===== src/rtl/ethernetsystem_descriptor_fetch_pkg.sv =====
// ethernetsystem_desc_pkg: shared definitions for the descriptor fetch engine.
//   state_t        - FSM state encoding
//   W_*            - word offsets inside a 4-word descriptor
//   OWNED_HW/EOP/END_CHAIN - control word flag bit positions
//   STATUS_LSB     - LSB of the 8-bit status field in the control word
//   wb_word()      - builds the control word written back on completion
package ethernetsystem_desc_pkg;

  typedef enum logic [2:0] {
    IDLE, FETCH, WAIT, CHECK, PRESENT, EXEC, WRITEBACK, NEXT
  } state_t;

  localparam logic [1:0] W_SRC  = 2'd0;
  localparam logic [1:0] W_DST  = 2'd1;
  localparam logic [1:0] W_NEXT = 2'd2;
  localparam logic [1:0] W_CTRL = 2'd3;

  localparam int OWNED_HW   = 31;
  localparam int EOP        = 30;
  localparam int END_CHAIN  = 29;
  localparam int STATUS_LSB = 16;

  // Hand ownership back to software, keep the flag/reserved bits as read,
  // status = {6'b0, error, complete}, length field = bytes actually moved.
  function automatic logic [31:0] wb_word(input logic [31:0] ctrl,
                                          input logic        err,
                                          input logic [15:0] bytes);
    logic [31:0] w;
    w                  = ctrl;
    w[OWNED_HW]        = 1'b0;
    w[STATUS_LSB +: 8] = {6'b0, err, 1'b1};
    w[15:0]            = bytes;
    return w;
  endfunction

endpackage


===== src/rtl/ethernetsystem_descriptor_fetch.sv =====
// ethernetsystem_descriptor_fetch: Avalon-MM master that walks a linked chain
// of 4-word DMA descriptors, hands each hardware-owned descriptor to the DMA
// engine, waits for completion and writes status back into the descriptor.
//
// Ports:
//   clk, reset            - clock, synchronous active-high reset
//   start, head_ptr       - kick off a walk at a 4-aligned word address
//   busy, chain_done, chain_error - walk status / termination pulses
//   mem_*                 - Avalon-MM master to the descriptor memory
//   desc_valid/ready, desc_src/dst/len/eop - descriptor stream to the DMA
//   done_valid, done_bytes, done_error     - completion from the DMA
//   stat_desc_count       - completed-descriptor counter
//
// Optional feature: define DESC_FETCH_STATS_EN to build the saturating
// completed-descriptor counter; otherwise stat_desc_count is tied to 0.
module ethernetsystem_descriptor_fetch
  import ethernetsystem_desc_pkg::*;
#(
  parameter int ADDR_W = 11,
  parameter int LEN_W  = 16
) (
  input  logic              clk,
  input  logic              reset,
  input  logic              start,
  input  logic [ADDR_W-1:0] head_ptr,
  output logic              busy,
  output logic              chain_done,
  output logic              chain_error,
  output logic [ADDR_W-1:0] mem_address,
  output logic              mem_chipselect,
  output logic              mem_write,
  output logic [3:0]        mem_byteenable,
  output logic [31:0]       mem_writedata,
  input  logic              mem_waitrequest,
  input  logic [31:0]       mem_readdata,
  input  logic              mem_readdatavalid,
  output logic              desc_valid,
  input  logic              desc_ready,
  output logic [31:0]       desc_src,
  output logic [31:0]       desc_dst,
  output logic [LEN_W-1:0]  desc_len,
  output logic              desc_eop,
  input  logic              done_valid,
  input  logic [LEN_W-1:0]  done_bytes,
  input  logic              done_error,
  output logic [15:0]       stat_desc_count
);

  state_t            state;
  logic [ADDR_W-1:0] cur_ptr;
  logic [1:0]        k;        // read issue index within the descriptor
  logic [2:0]        rd_cnt;   // words captured so far (0..4)
  logic [3:0][31:0]  w;        // captured descriptor words
  logic [3:0][31:0]  w_fwd;    // w with this cycle's read data merged in
  logic              dn_err;
  logic              mem_accept;
  logic              rd_take;
  logic              last_word;
  logic              wb_done;
  logic              start_ok;
  logic [ADDR_W-1:0] nxt_ptr;

  assign mem_byteenable = 4'hF;
  assign mem_accept     = mem_chipselect && !mem_waitrequest;
  // Read data is only meaningful while a fetch is in flight; stragglers
  // after a reset land in IDLE and are dropped here.
  assign rd_take   = mem_readdatavalid && (state == FETCH || state == WAIT) && !rd_cnt[2];
  assign last_word = (rd_cnt == 3'd4) || (rd_take && rd_cnt == 3'd3);
  assign wb_done   = (state == WRITEBACK) && mem_accept;
  assign start_ok  = (state == IDLE) && start && (head_ptr[1:0] == 2'b00);
  assign nxt_ptr   = w[W_NEXT][ADDR_W-1:0];

  always_comb begin
    w_fwd = w;
    if (rd_take) w_fwd[rd_cnt[1:0]] = mem_readdata;
  end

  assign desc_src = w[W_SRC];
  assign desc_dst = w[W_DST];
  assign desc_len = w[W_CTRL][LEN_W-1:0];
  assign desc_eop = w[W_CTRL][EOP];

  // Termination decisions are taken on the edge that enters CHECK / NEXT so
  // the done/error pulse (and busy falling) coincide with those states.
  always_ff @(posedge clk) begin
    if (reset) begin
      state          <= IDLE;
      cur_ptr        <= '0;
      k              <= '0;
      rd_cnt         <= '0;
      w              <= '0;
      dn_err         <= 1'b0;
      busy           <= 1'b0;
      chain_done     <= 1'b0;
      chain_error    <= 1'b0;
      mem_address    <= '0;
      mem_chipselect <= 1'b0;
      mem_write      <= 1'b0;
      mem_writedata  <= '0;
      desc_valid     <= 1'b0;
    end else begin
      chain_done  <= 1'b0;
      chain_error <= 1'b0;
      if (rd_take) begin
        w      <= w_fwd;
        rd_cnt <= rd_cnt + 3'd1;
      end
      case (state)
        IDLE: if (start) begin
          if (head_ptr[1:0] != 2'b00) begin
            chain_error <= 1'b1;
          end else begin
            cur_ptr        <= head_ptr;
            busy           <= 1'b1;
            k              <= '0;
            rd_cnt         <= '0;
            mem_address    <= head_ptr;
            mem_chipselect <= 1'b1;
            mem_write      <= 1'b0;
            state          <= FETCH;
          end
        end
        FETCH: if (mem_accept) begin
          if (k == 2'd3) begin
            mem_chipselect <= 1'b0;
            state          <= WAIT;
          end else begin
            k           <= k + 2'd1;
            mem_address <= cur_ptr + ADDR_W'(k) + ADDR_W'(1);
          end
        end
        WAIT: if (last_word) begin
          state <= CHECK;
          if (!w_fwd[W_CTRL][OWNED_HW]) begin
            chain_done <= 1'b1;
            busy       <= 1'b0;
          end else if (!w_fwd[W_CTRL][END_CHAIN] && w_fwd[W_NEXT][1:0] != 2'b00) begin
            chain_error <= 1'b1;
            busy        <= 1'b0;
          end
        end
        CHECK: begin
          if (busy) begin
            desc_valid <= 1'b1;
            state      <= PRESENT;
          end else begin
            state <= IDLE;
          end
        end
        PRESENT: if (desc_ready) begin
          desc_valid <= 1'b0;
          state      <= EXEC;
        end
        EXEC: if (done_valid) begin
          dn_err         <= done_error;
          mem_writedata  <= wb_word(w[W_CTRL], done_error, 16'(done_bytes));
          mem_address    <= cur_ptr + ADDR_W'(W_CTRL);
          mem_chipselect <= 1'b1;
          mem_write      <= 1'b1;
          state          <= WRITEBACK;
        end
        WRITEBACK: if (mem_accept) begin
          mem_chipselect <= 1'b0;
          mem_write      <= 1'b0;
          state          <= NEXT;
          if (dn_err) begin
            chain_error <= 1'b1;
            busy        <= 1'b0;
          end else if (w[W_CTRL][END_CHAIN]) begin
            chain_done <= 1'b1;
            busy       <= 1'b0;
          end
        end
        NEXT: begin
          if (busy) begin
            cur_ptr        <= nxt_ptr;
            k              <= '0;
            rd_cnt         <= '0;
            mem_address    <= nxt_ptr;
            mem_chipselect <= 1'b1;
            state          <= FETCH;
          end else begin
            state <= IDLE;
          end
        end
        default: state <= IDLE;
      endcase
    end
  end

`ifdef DESC_FETCH_STATS_EN
  logic [15:0] stat_q;
  always_ff @(posedge clk) begin
    if (reset || start_ok)            stat_q <= '0;
    else if (wb_done && stat_q != 16'hFFFF) stat_q <= stat_q + 16'd1;
  end
  assign stat_desc_count = stat_q;
`else
  logic unused_stat;
  assign unused_stat     = start_ok ^ wb_done;
  assign stat_desc_count = '0;
`endif

endmodule


===== config.mk =====
export PLATFORM = sky130hd
export DESIGN_NAME = ethernetsystem_descriptor_fetch
export DESIGN_NICKNAME = d
export VERILOG_FILES = /design/src/rtl/ethernetsystem_descriptor_fetch_pkg.sv /design/src/rtl/ethernetsystem_descriptor_fetch.sv
export SDC_FILE = /design/constraint.sdc
export NUM_CORES = 1
export LEC_CHECK = 0
export BUFFER_PORTS_ARGS = -buffer_cell sky130_fd_sc_hd__clkbuf_2
export CAP_MARGIN = 0
export CORE_UTILIZATION = 57
export CTS_CLUSTER_DIAMETER = 150
export DETAILED_ROUTE_END_ITERATION = 6
export HOLD_SLACK_MARGIN = 0.08
export PLACE_DENSITY_LB_ADDON = 0.08
export SLEW_MARGIN = 0
export SYNTH_ARGS = -nofsm -noshare
export SYNTH_HDL_FRONTEND = slang
export SYNTH_SLANG_ARGS = --single-unit

===== constraint.sdc =====
create_clock -name clk -period 4.7 [get_ports clk]
set_clock_uncertainty 0.05 [all_clocks]
set_input_delay 0.705 -clock clk [delete_from_list [all_inputs] [get_ports clk]]
set_output_delay 0.705 -clock clk [all_outputs]
set_load 0.01 [all_outputs]

### Yosys cells after proc, flatten, opt, wreduce, memory -nomap -nowiden

Index checks and enable logic that the tools add are counted.

| operators by class | value |
|---|---|
| reductions and logical operators | 30 |
| $lt $le $gt $ge | 2 |
| mux-type cells | 68 |
| eq/ne operators | 23 |
| add/sub/neg operators | 5 |

Operator list:

| cell | count |
|---|---|
| $bwmux 128 | 1 |
| $mux 128 | 1 |
| $mux 11 | 6 |
| $demux 32 s2 | 1 |
| $pmux 11 s4 | 1 |
| $mux 3 | 13 |
| $mux 32 | 1 |
| $mux 1 | 29 |
| $pmux 3 s8 | 1 |
| $pmux 11 s2 | 1 |
| $ne 2x2->1 const B | 10 |
| $reduce_and 8->1 | 2 |
| $eq 3x3->1 const B | 5 |
| $reduce_and 7->1 | 2 |
| $add 11x1->11 const B | 1 |
| $add 11x2->11 | 1 |
| $add 11x2->11 const B | 1 |
| $mux 2 | 5 |
| $eq 3x2->1 const B | 3 |
| $pmux 1 s3 | 3 |
| $reduce_bool 3->1 | 3 |
| $reduce_bool 2->1 | 4 |
| $logic_and 1x1->1 | 6 |
| $pmux 2 s3 | 1 |
| 22 further kinds | 26 |

| storage, ports and cells | value |
|---|---|
| register bits after elaboration | 190 |
| input port bits | 67 |

### Longest topological paths before layout

Gate-level depths: netlist of the first run.

| logic depth | value |
|---|---|
| depth in word-level cells | 12 |
| depth in mapped cells | 9 |
| mapped depth without buffers | 8 |

### Worst setup path after synthesis of the first run

No wires, ideal clock.

| timing | value |
|---|---|
| path kind | input to register |
| from | input port mem_waitrequest |
| to | register mem_address[7] |
| stages on the path | 5 |
| buffers on the path | 1 |
| slack | 2.709 ns |
| arrival | 1.844 ns |
| setup time | 0.097 ns |
| data required time | 4.553 ns |
| path through | nor3b_1 -> o22ai_4 -> or2_4 -> buf_12 -> o41ai_4 |

| between the ends | value |
|---|---|
| longest elaborated chain between the ends | 4 |

Ends and longest elaborated chain:

| element | line | source |
|---|---|---|
| start, declared | ethernetsystem_descriptor_fetch.sv:34 | `input logic mem_waitrequest,` |
| $logic_not 1->1 | ethernetsystem_descriptor_fetch.sv:64 | `assign mem_accept = mem_chipselect && !mem_waitrequest;` |
| $logic_and 1x1->1 | ethernetsystem_descriptor_fetch.sv:64 |  |
| $ne 2x2->1 (no source line) | -- |  |
| $reduce_and 7->1 (no source line) | -- |  |
| end signal, assigned | ethernetsystem_descriptor_fetch.sv:117 | `mem_address <= head_ptr;` |
| end signal, assigned | ethernetsystem_descriptor_fetch.sv:129 | `mem_address <= cur_ptr + ADDR_W'(k) + ADDR_W'(1);` |
| end signal, assigned | ethernetsystem_descriptor_fetch.sv:157 | `mem_address <= cur_ptr + ADDR_W'(W_CTRL);` |
| end, declared | ethernetsystem_descriptor_fetch.sv:29 | `output logic [ADDR_W-1:0] mem_address,` |

No other way between the ends.
A chain may end at the register's enable or synchronous reset.

==> results of run 1 <==
==> layer usage <==
metal / track usage (%) / up-vias / share of wire, %
met4: 8.465 / 0 / 1.7
li1: - / 3304 / -
met3: 5.364 / 21 / 6.4
met5: 0 / - / 0
met2: 40.70 / 251 / 46
met1: 35.57 / 3055 / 46
==> final timing paths <==
check | end | slack [ns] | cells after the start
setup / recovery | register | 1.71 | 6
hold reg to reg | mem_writedata[30] | 0.40 | 2
setup reg to reg | register | 1.71 | 6
hold / removal | mem_writedata[30] | 0.40 | 2
==> cell families after synthesis <==
family,synth area share (%)
buffers and inverters,15.81
muxes,1.884
xor gates and xnor gates,1.357
AOI/OAI and AO/OA,17.39
and+or+nand+nor,20.89
DFF,40.88
adders and majority gates,1.693
other,0.09585
==> per-stage QoR <==
stage	worst slack [ns]	hold slack (ns)	util, %	cell area [sq um]	cells
2_1_floorplan	2.709	0.3821	-	7929	1014
3_3_place_gp	1.822	0.3910	59.89	7994	1214
6_report	1.712	0.4021	64.60	8622	1246
5_1_grt	1.392	0.4155	64.60	8622	1246
4_1_cts	1.735	0.4050	64.60	8622	1246
3_5_place_dp	1.720	0.3963	59.89	7994	1214
==> layout by cell type, fill, tap and decap left out, types with 5 or more instances in the layout <==
master / n
dfxtp_1: 160
a311oi_2: 5
nor2_1: 40
mux2i_1: 10
a311oi_1: 9
ha_1: 9
clkbuf_2: 188
xnor2_1: 6
conb_1: 27
nor3_1: 10
o21ai_0: 12
nand2_1: 277
buf_4: 10
a21oi_1: 140
clkbuf_16: 17
nand3_1: 20
a211oi_1: 5
inv_1: 18
==> area by class of cell <==
| type | instances | area, sq um |
|---|---|---|
| fill | 1254 | 4726 |
| clock inverter | 11 | 177.7 |
| tap | 176 | 220.2 |
| inverter | 18 | 67.56 |
| clock buffer | 21 | 450.4 |
| timing repair buffer | 198 | 1016 |
| sequential | 160 | 3203 |
| multi-input combinational | 662 | 3487 |
==> critical path, cell delays in order, from the launching register on <==
cell	delay, ns
dfxtp_1	0.61
buf_4	0.30
xor2_4	0.20
and3_1	0.49
nand2_1	0.79
nand2_1	0.30
a21oi_1	0.09
==> power groups by stage <==
| stage | clock network (W) | logic (W) | registers (W) |
|---|---|---|---|
| 3_5_place_dp | 0 | 0.00117 | 0.00169 |
| 3_3_place_gp | 0 | 0.00116 | 0.00168 |
| 5_1_grt | 0.00155 | 0.00130 | 0.00168 |
| 6_report | 0.00147 | 0.00117 | 0.00166 |
| 2_1_floorplan | 0 | 0.00102 | 0.00167 |
| 4_1_cts | 0.00150 | 0.00117 | 0.00166 |
==> results.sh, run 1 <==
export IMPL_status="finished, final reports clean"
export IMPL_cts_hold_fix_buffers=0
export IMPL_clockPowerShare_pct=34.2
export IMPL_drtIter0Drc=550
export IMPL_synthCells=989
export IMPL_start_util_pct=58.70
export IMPL_area_delta_synth_final_pct=10.04
export IMPL_cts_sinks=160
export IMPL_synth_top_cell_area_share_pct=40.88
export IMPL_grt_first_pass_wirelength_microns=29420
export IMPL_fmax_mhz=334.7
export IMPL_p_int_w=0.002873
export IMPL_cts_tree="yes"
export IMPL_ant_nets=0
export IMPL_fp_row_count=42
export IMPL_clk_latency_ns=0.42
export IMPL_syn_avg_cell_area_sq_um=7.922
export IMPL_power_total_w=0.004308
export IMPL_end_kind="register"
export IMPL_port_buffers=189
export IMPL_synth_edf_count=0
export IMPL_die_x_microns=119.2
export IMPL_cts_buffer_depth=2
export IMPL_final_period_utilization_pct=63.57
export IMPL_async_flop_share_pct=0
export IMPL_ys_ff_latch=160
export IMPL_gp_congestion=0.8395
export IMPL_post_route_drc_count=0
export IMPL_grt_pass1_vias=5782
export IMPL_cp_data_arrival_time_ns=3.22
export IMPL_worst_slew_pin_slew_ns=1.158
export IMPL_cts_setup_buffers=0
export IMPL_critPathMaxFanout=32
export IMPL_p_leak_nw=3.452
export IMPL_synth_most_common_cell="nand2_1"
export IMPL_layout_drive_gt1_share_pct=23.93
export IMPL_ir_worst_vdd_v=0.0004719
export IMPL_synth_flop_cell="dfxtp_1"
export IMPL_maxCapViolations=0
export IMPL_yosysWarningCount=0
export IMPL_antennaDiodeCount=0
export IMPL_sequentialPowerShare_pct=38.5
export IMPL_start_kind="register"
export IMPL_routed_wl_microns=18510
export IMPL_final_setup_tns_ns=0
export IMPL_max_slew_margin_pct=22.62
export IMPL_grt_ovfl_total=0
export IMPL_synth_top_area_cell="dfxtp_1"
export IMPL_firstDrtPassIters=5
export IMPL_worstSetupStartpoint="state[0]"
export IMPL_cts_resized=0
export IMPL_dieArea_sq_mm=0.01422
export IMPL_yosysSeqAreaShare_pct=40.88
export IMPL_final_max_slew_viol_count=0
export IMPL_critPathKind="reg -> reg"
export IMPL_hp_class="reg -> reg"
export IMPL_clock_tree_root_cell="clkbuf_16"
export IMPL_synthTopCellsByArea="dfxtp_1, nand2_1, buf_4"
export IMPL_synth_area_sq_mm=0.007835
export IMPL_synth_cell_types=69
export IMPL_path_clk_slew_ns=0.06
export IMPL_synthTopCellsByCount="nand2_1, dfxtp_1, a21oi_1"
export IMPL_critical_path_required_ns=4.94
export IMPL_pwr_share_comb_pct=27.3
export IMPL_core_area_sq_mm=0.01335
export IMPL_grt_start_max_net_pins=62
export IMPL_layout_min_cycle_time_ns=2.988
export IMPL_die_h_microns=119.2
export IMPL_io_pins=217
export IMPL_grtUsageTotal_pct=25.98
export IMPL_finalSetupViolations=0
export IMPL_p_sw_share_pct=33.31
export IMPL_dpl_hpwl_microns=12570
export IMPL_nNetsFinal=1134
export IMPL_hp_start="mem_writedata[30]"
export IMPL_rr_startpoint="state[0]"
export IMPL_pwr_density_cell_mw_per_mm2=499.7
export IMPL_p_switching_w=0.001435
export IMPL_cts_buffers=17
export IMPL_antenna_found_initial=0
export IMPL_num_vias=6631
export IMPL_wl_per_cell_microns=14.86
export IMPL_hold_viol=0
export IMPL_viasPerCell=5.322
export IMPL_grt_setup_unrepaired="false"
export IMPL_h_tree_depth=4
Note: power is estimated with default switching activity, not from simulation.
==> run 2: changes to the inputs <==
Settings changed: ABC_AREA set to 1, CORE_UTILIZATION 57 to 53.
Clock period 4.7 ns to 2.8 ns, I/O delays scaled along.
==> run 2 against run 1 <==
Hold slack got worse by 0.24 ns. Register-to-register slack got worse by 1.1 ns. Via count up 5.7%. Global-route usage down 0.30 points. Power rose by 65%. Combinational power is 74% higher. Sequential power rose by 65%. Final cell count up 7.5%. Synthesized area is 0.29% higher. Non-clock buffer count rose by 7. Sequential share of layout area shrank 0.43 points. Flip-flop and latch count stayed put.
==> results.sh, run 2 <==
export IMPL_status="finished, final reports clean"
export IMPL_die_x_microns=123.8
export IMPL_p_sw_share_pct=36.00
export IMPL_yosysWarningCount=0
export IMPL_port_buffers=189
export IMPL_pwr_density_cell_mw_per_mm2=815.2
export IMPL_p_leak_nw=3.672
export IMPL_start_util_pct=54.27
export IMPL_grt_first_pass_wirelength_microns=30930
export IMPL_routed_wl_met3_microns=1044
export IMPL_antennaDiodeCount=0
export IMPL_ir_worst_vdd_v=0.0005302
export IMPL_critPathKind="reg -> reg"
export IMPL_dp_slack_ns=0.6048
export IMPL_final_setup_tns_ns=0
export IMPL_num_vias=7012
export IMPL_routed_wl_microns=19480
export IMPL_synthCells=1063
export IMPL_synth_top_cell_area_share_pct=40.76
export IMPL_grt_pass1_vias=6212
export IMPL_critPathMaxStageDelay_ns=0.41
export IMPL_rrSetupSlack_ns=0.65
export IMPL_p_switching_w=0.002560
export IMPL_cts_hold_fix_buffers=0
export IMPL_viasPerCell=5.233
export IMPL_async_flop_share_pct=0
export IMPL_highest_layer="met4"
export IMPL_core_area_sq_mm=0.01448
export IMPL_end_kind="register"
export IMPL_synth_xor_area_share_pct=0.1115
export IMPL_synthTopCellsByArea="dfxtp_1, buf_4, a21oi_1"
export IMPL_cts_resized=0
export IMPL_nNetsFinal=1220
export IMPL_synth_cell_types=43
export IMPL_clock_tree_root_cell="clkbuf_16"
export IMPL_synth_top_family_by_area="simple AND/OR/NAND/NOR gates"
export IMPL_clk_latency_ns=0.43
export IMPL_grt_ovfl_total=0
export IMPL_dieArea_sq_mm=0.01532
export IMPL_slowest_stage="dfxtp_1"
export IMPL_cp_buffers_inverters=3
export IMPL_cts_sinks=160
export IMPL_routedLengthMet1_microns=9187
export IMPL_antenna_found_initial=0
export IMPL_critPathMaxFanout=27
export IMPL_synth_area_sq_mm=0.007858
export IMPL_cts_buffers=17
export IMPL_whs_ns=0.1573
export IMPL_synthTopCellsByCount="nand2_1, dfxtp_1, a21oi_1"
export IMPL_critical_path_required_ns=3.10
export IMPL_io_pins=217
export IMPL_cp_common_cell="buf_4"
export IMPL_gp_congestion=0.8841
export IMPL_fin_ws_ns=0.6520
export IMPL_grt_setup_unrepaired="false"
export IMPL_cts_tree="yes"
export IMPL_yosysSeqAreaShare_pct=40.76
export IMPL_layout_common_cells="nand2_1, clkbuf_2, dfxtp_1, a21oi_1, nand3_1"
export IMPL_hold_viol=0
export IMPL_grt_start_max_net_pins=135
export IMPL_yosys_area_share_adder_pct=1.688
export IMPL_final_common_cell="nand2_1"
export IMPL_finalSetupViolations=0
export IMPL_die_h_microns=123.8
export IMPL_path_clk_slew_ns=0.06
export IMPL_grtUsageTotal_pct=25.67
export IMPL_cts_setup_buffers=0
export IMPL_cp_data_arrival_time_ns=2.45
export IMPL_pwr_share_comb_pct=28.6
export IMPL_final_period_utilization_pct=76.72
export IMPL_yosys_area_share_simple_pct=23.98
export IMPL_clockPowerShare_pct=32.8
export IMPL_path_delay_family="buffers and inverters"
export IMPL_synth_mux_area_share_pct=0.1433
export IMPL_dpl_hpwl_microns=13230
export IMPL_wl_per_cell_microns=14.54
export IMPL_utilization_pct=60.24
export IMPL_ys_ff_latch=160
export IMPL_sequentialPowerShare_pct=38.5
export IMPL_drtIter0Drc=540
export IMPL_max_slew_margin_pct=52.63
export IMPL_p_int_w=0.004551
export IMPL_firstDrtPassIters=5
export IMPL_synth_flop_cell="dfxtp_1"
export IMPL_h_tree_depth=4
export IMPL_maxCapViolations=0
export IMPL_start_kind="register"
export IMPL_area_delta_synth_final_pct=11.00
export IMPL_ant_nets=0
export IMPL_synth_top_area_cell="dfxtp_1"
export IMPL_fmax_mhz=465.5
export IMPL_synth_edf_count=0
export IMPL_worst_slew_pin_slew_ns=0.7106
export IMPL_layout_min_cycle_time_ns=2.148
export IMPL_syn_avg_cell_area_sq_um=7.392
export IMPL_synth_compound_gate_area_share_pct=15.22
export IMPL_fp_row_count=44
export IMPL_layout_drive_gt1_share_pct=22.75
export IMPL_cts_buffer_depth=2
export IMPL_post_route_drc_count=0
export IMPL_synth_most_common_cell="nand2_1"
export IMPL_hp_class="in -> reg"
export IMPL_worstPathCellList="nor2_2 -> nand4_4 -> inv_4 -> buf_4 -> buf_4 -> nand3_1 -> a21oi_1"
export IMPL_final_max_slew_viol_count=0
export IMPL_wl_met2_microns=8940
-- run 2: kinds of logic after synthesis --
| kind of cell | count (synthesis) |
|---|---|
| buffers and inverters | 239 |
| multiplexers | 1 |
| flip-flops | 160 |
| XOR/XNOR | 1 |
| other | 2 |
| adder cells (fa/ha/maj) | 10 |
| AND/OR/NAND/NOR | 427 |
| AO/OA/AOI/OAI | 223 |
-- run 2: worst paths after layout --
check                                  startpoint           endpoint  depth (start not counted)
worst max-delay path                     state[2]           register                          7
worst min register to register  mem_writedata[16]  mem_writedata[16]                          2
worst max register to register           state[2]           register                          7
worst min-delay path                   desc_ready         desc_valid                          2
-- run 2: stage by stage --
stage          std cells  power [W]  cell area, sq um
2_1_floorplan       1088   0.004427              7951
6_report            1340   0.007110              8722
4_1_cts             1340   0.007142              8722
5_1_grt             1340   0.007554              8722
3_5_place_dp        1308   0.004810              8127
3_3_place_gp        1308   0.004790              8127
-- run 2: power groups by stage --
stage	sequential [W]	combinational [W]	clock [W]
floorplan	0.00278	0.00165	0
global placement	0.00278	0.00201	0
detailed placement	0.00278	0.00203	0
CTS	0.00274	0.00203	0.00237
global route	0.00278	0.00231	0.00246
finish	0.00274	0.00204	0.00233
-- run 2: layout make-up --
type	count	area (sq um)
clock inverter	14	156.4
clock buffer	18	439.2
tap	184	230.2
sequential	160	3203
inverter	70	265.3
multi-input combinational	689	3334
timing repair buffer	205	1094
fill	1411	5757
-- run 2: layer usage --
layer  vias up  global-route usage (%)
met5         -                       0
met4         0                   8.584
met3        28                   5.952
met2       209                   39.69
met1      3233                   35.07
li1       3542                       -
==> run 3: changes to the inputs <==
Settings changed: ABC_AREA 1 to 0, CORE_UTILIZATION 53 to 48.
Clock period 2.8 ns to 1.7 ns, I/O delays scaled along.
==> run 3 against run 2 <==
Final cell count grew 8.0%. Non-clock buffer count grew 153. Hold slack lost 0.061 ns. The flow now finishes with violations (negative setup slack). Critical path type unchanged. Flip-flop and latch count is the same.
==> results.sh, run 3 (synthesis gave the netlist of run 1 again) <==
export IMPL_path_clk_slew_ns=0.07
export IMPL_clk_latency_ns=0.43
export IMPL_fp_row_count=46
export IMPL_critPathKind="reg -> reg"
export IMPL_violations="negative setup slack"
export IMPL_die_h_microns=129.8
export IMPL_final_common_cell="nand2_1"
export IMPL_status="finished with violations"
export IMPL_fmax_mhz=518.8
export IMPL_cts_sinks=160
export IMPL_gp_congestion=0.8860
export IMPL_final_max_slew_viol_count=0
export IMPL_nNetsFinal=1295
export IMPL_viasPerCell=5.041
export IMPL_worstSetupStartpoint="k[0]"
export IMPL_core_area_sq_mm=0.01589
export IMPL_grt_start_max_net_pins=81
export IMPL_cts_buffer_depth=2
export IMPL_critical_path_required_ns=2.02
export IMPL_place_inst=1333
export IMPL_reg2reg_to="mem_address[6]"
export IMPL_whs_path_depth=3
export IMPL_grt_ovfl_total=0
export IMPL_drtIter0Drc=485
export IMPL_grtUsageTotal_pct=26.19
export IMPL_grt_setup_unrepaired="true"
export IMPL_p_leak_nw=4.377
export IMPL_cp_data_arrival_time_ns=2.25
export IMPL_rrSetupSlack_ns=-0.23
export IMPL_port_buffers=189
export IMPL_final_period_utilization_pct=113.4
export IMPL_fillCellCount=1364
export IMPL_clock_tree_root_cell="clkbuf_16"
export IMPL_cts_tree="yes"
export IMPL_maxCapViolations=0
export IMPL_die_x_microns=129.8
export IMPL_grt_pass1_vias=6593
export IMPL_grt_first_pass_wirelength_microns=34230
export IMPL_area_delta_synth_final_pct=36.62
export IMPL_ant_nets=0
export IMPL_antennaDiodeCount=0
export IMPL_pwr_density_cell_mw_per_mm2=1307
export IMPL_layout_drive_gt1_share_pct=36.23
export IMPL_firstDrtPassIters=5
export IMPL_h_tree_depth=4
export IMPL_rr_startpoint="k[0]"
export IMPL_routed_wl_microns=22590
export IMPL_cts_buffers=17
export IMPL_layout_common_cells="nand2_1, clkbuf_2, dfxtp_1, a21oi_1, buf_4"
export IMPL_fin_ws_ns=-0.2274
export IMPL_dieArea_sq_mm=0.01684
export IMPL_dpl_hpwl_microns=14640
export IMPL_fin_cells=1447
export IMPL_start_kind="register"
export IMPL_worstRegToRegCells=8
export IMPL_hp_class="in -> reg"
export IMPL_finalSetupViolations=34
export IMPL_end_kind="register"
export IMPL_cp_endpoint="mem_address[6]"
export IMPL_power_total_w=0.01399
export IMPL_hold_viol=0
export IMPL_num_vias=7294
export IMPL_ir_worst_vdd_v=0.0008165
export IMPL_wl_per_cell_microns=15.61
export IMPL_antenna_found_initial=0
export IMPL_layout_min_cycle_time_ns=1.927
export IMPL_critPathMaxFanout=4
export IMPL_post_route_drc_count=0
export IMPL_io_pins=217
export IMPL_start_util_pct=49.32
[run 3: cell types whose count changed in the layout (fill, tap and decap cells not counted), moves of 27 or more]
cell           delta
nand3_1         -125
buf_4            +71
nand2_1          +66
dlygate4sd3_1    +53
inv_1            -47
a21oi_1          -29
o21ai_0          -27
[run 3: final cells by class]
| type | instances | area, sq um | share of cell area (%) |
|---|---|---|---|
| flip-flops and latches | 160 | 3219 | 30.08 |
| clock buffers | 19 | 452.9 | 4.231 |
| clock inverters | 13 | 165.2 | 1.543 |
| inverters | 18 | 67.56 | 0.6312 |
| well taps | 216 | 270.3 | 2.525 |
| repair buffers | 358 | 2606 | 24.35 |
| multi-input cells | 663 | 3923 | 36.65 |
[run 3: routing by layer]
layer  routed length [microns]  GRT usage (%)
met2                     10850          42.94
met3                      1111          4.592
met5                         0              0
met4                       440          9.302
met1                     10190          34.68
[run 3: worst min path at each step]
stage / from / endpoint
6_report: mem_readdata[2] / register
5_1_grt: head_ptr[8] / cur_ptr[8]
4_1_cts: mem_readdata[1] / register
3_5_place_dp: register / register
3_3_place_gp: mem_address[1] / mem_address[1]
2_1_floorplan: mem_readdata[4] / register
[run 3: worst max-delay path, cell delays in order, from the launching register on]
cell and delay, ns:
dfxtp_2 0.35, inv_2 0.05, ha_4 0.15, fa_2 0.39
mux2_4 0.31, nor2_4 0.11, xnor2_1 0.07, a211o_1 0.27
a21oi_2 0.12
[run 3: timing repair]
| item | 4_1_cts | 5_1_grt |
|---|---|---|
| setup endpoints to repair | 120 | 103 |
| buffers inserted | 15 | 11 |
| cloned | 5 | 4 |
| resized for setup | 59 | 65 |
| hold endpoints to repair | 102 | 0 |
| pin swaps | 18 | 33 |
| hold buffers | 53 | 0 |
[run 3: report_power, final]
part	total [W]	switching, W	internal (W)
Clock	0.00403	0.00172	0.00231
Sequential	0.00456	0.000330	0.00423
Combinational	0.00540	0.00283	0.00257
Total	0.0140	0.00488	0.00911
[run 3: metrics by stage]
step                TNS (ns)  area (sq um)  setup WS (ns)  util (%)  hold slack, ns
finish                -3.632         10700        -0.2274     67.38         0.09639
global route          -7.105         10700        -0.3063     67.38         0.09019
CTS                   -3.546         10420        -0.1972     65.56         0.08064
detailed placement    -12.98          8803        -0.3004     55.42          0.3954
global placement      -9.180          8803        -0.2494     55.42          0.3904
floorplan            -0.4751          7971        -0.1380         -          0.3410
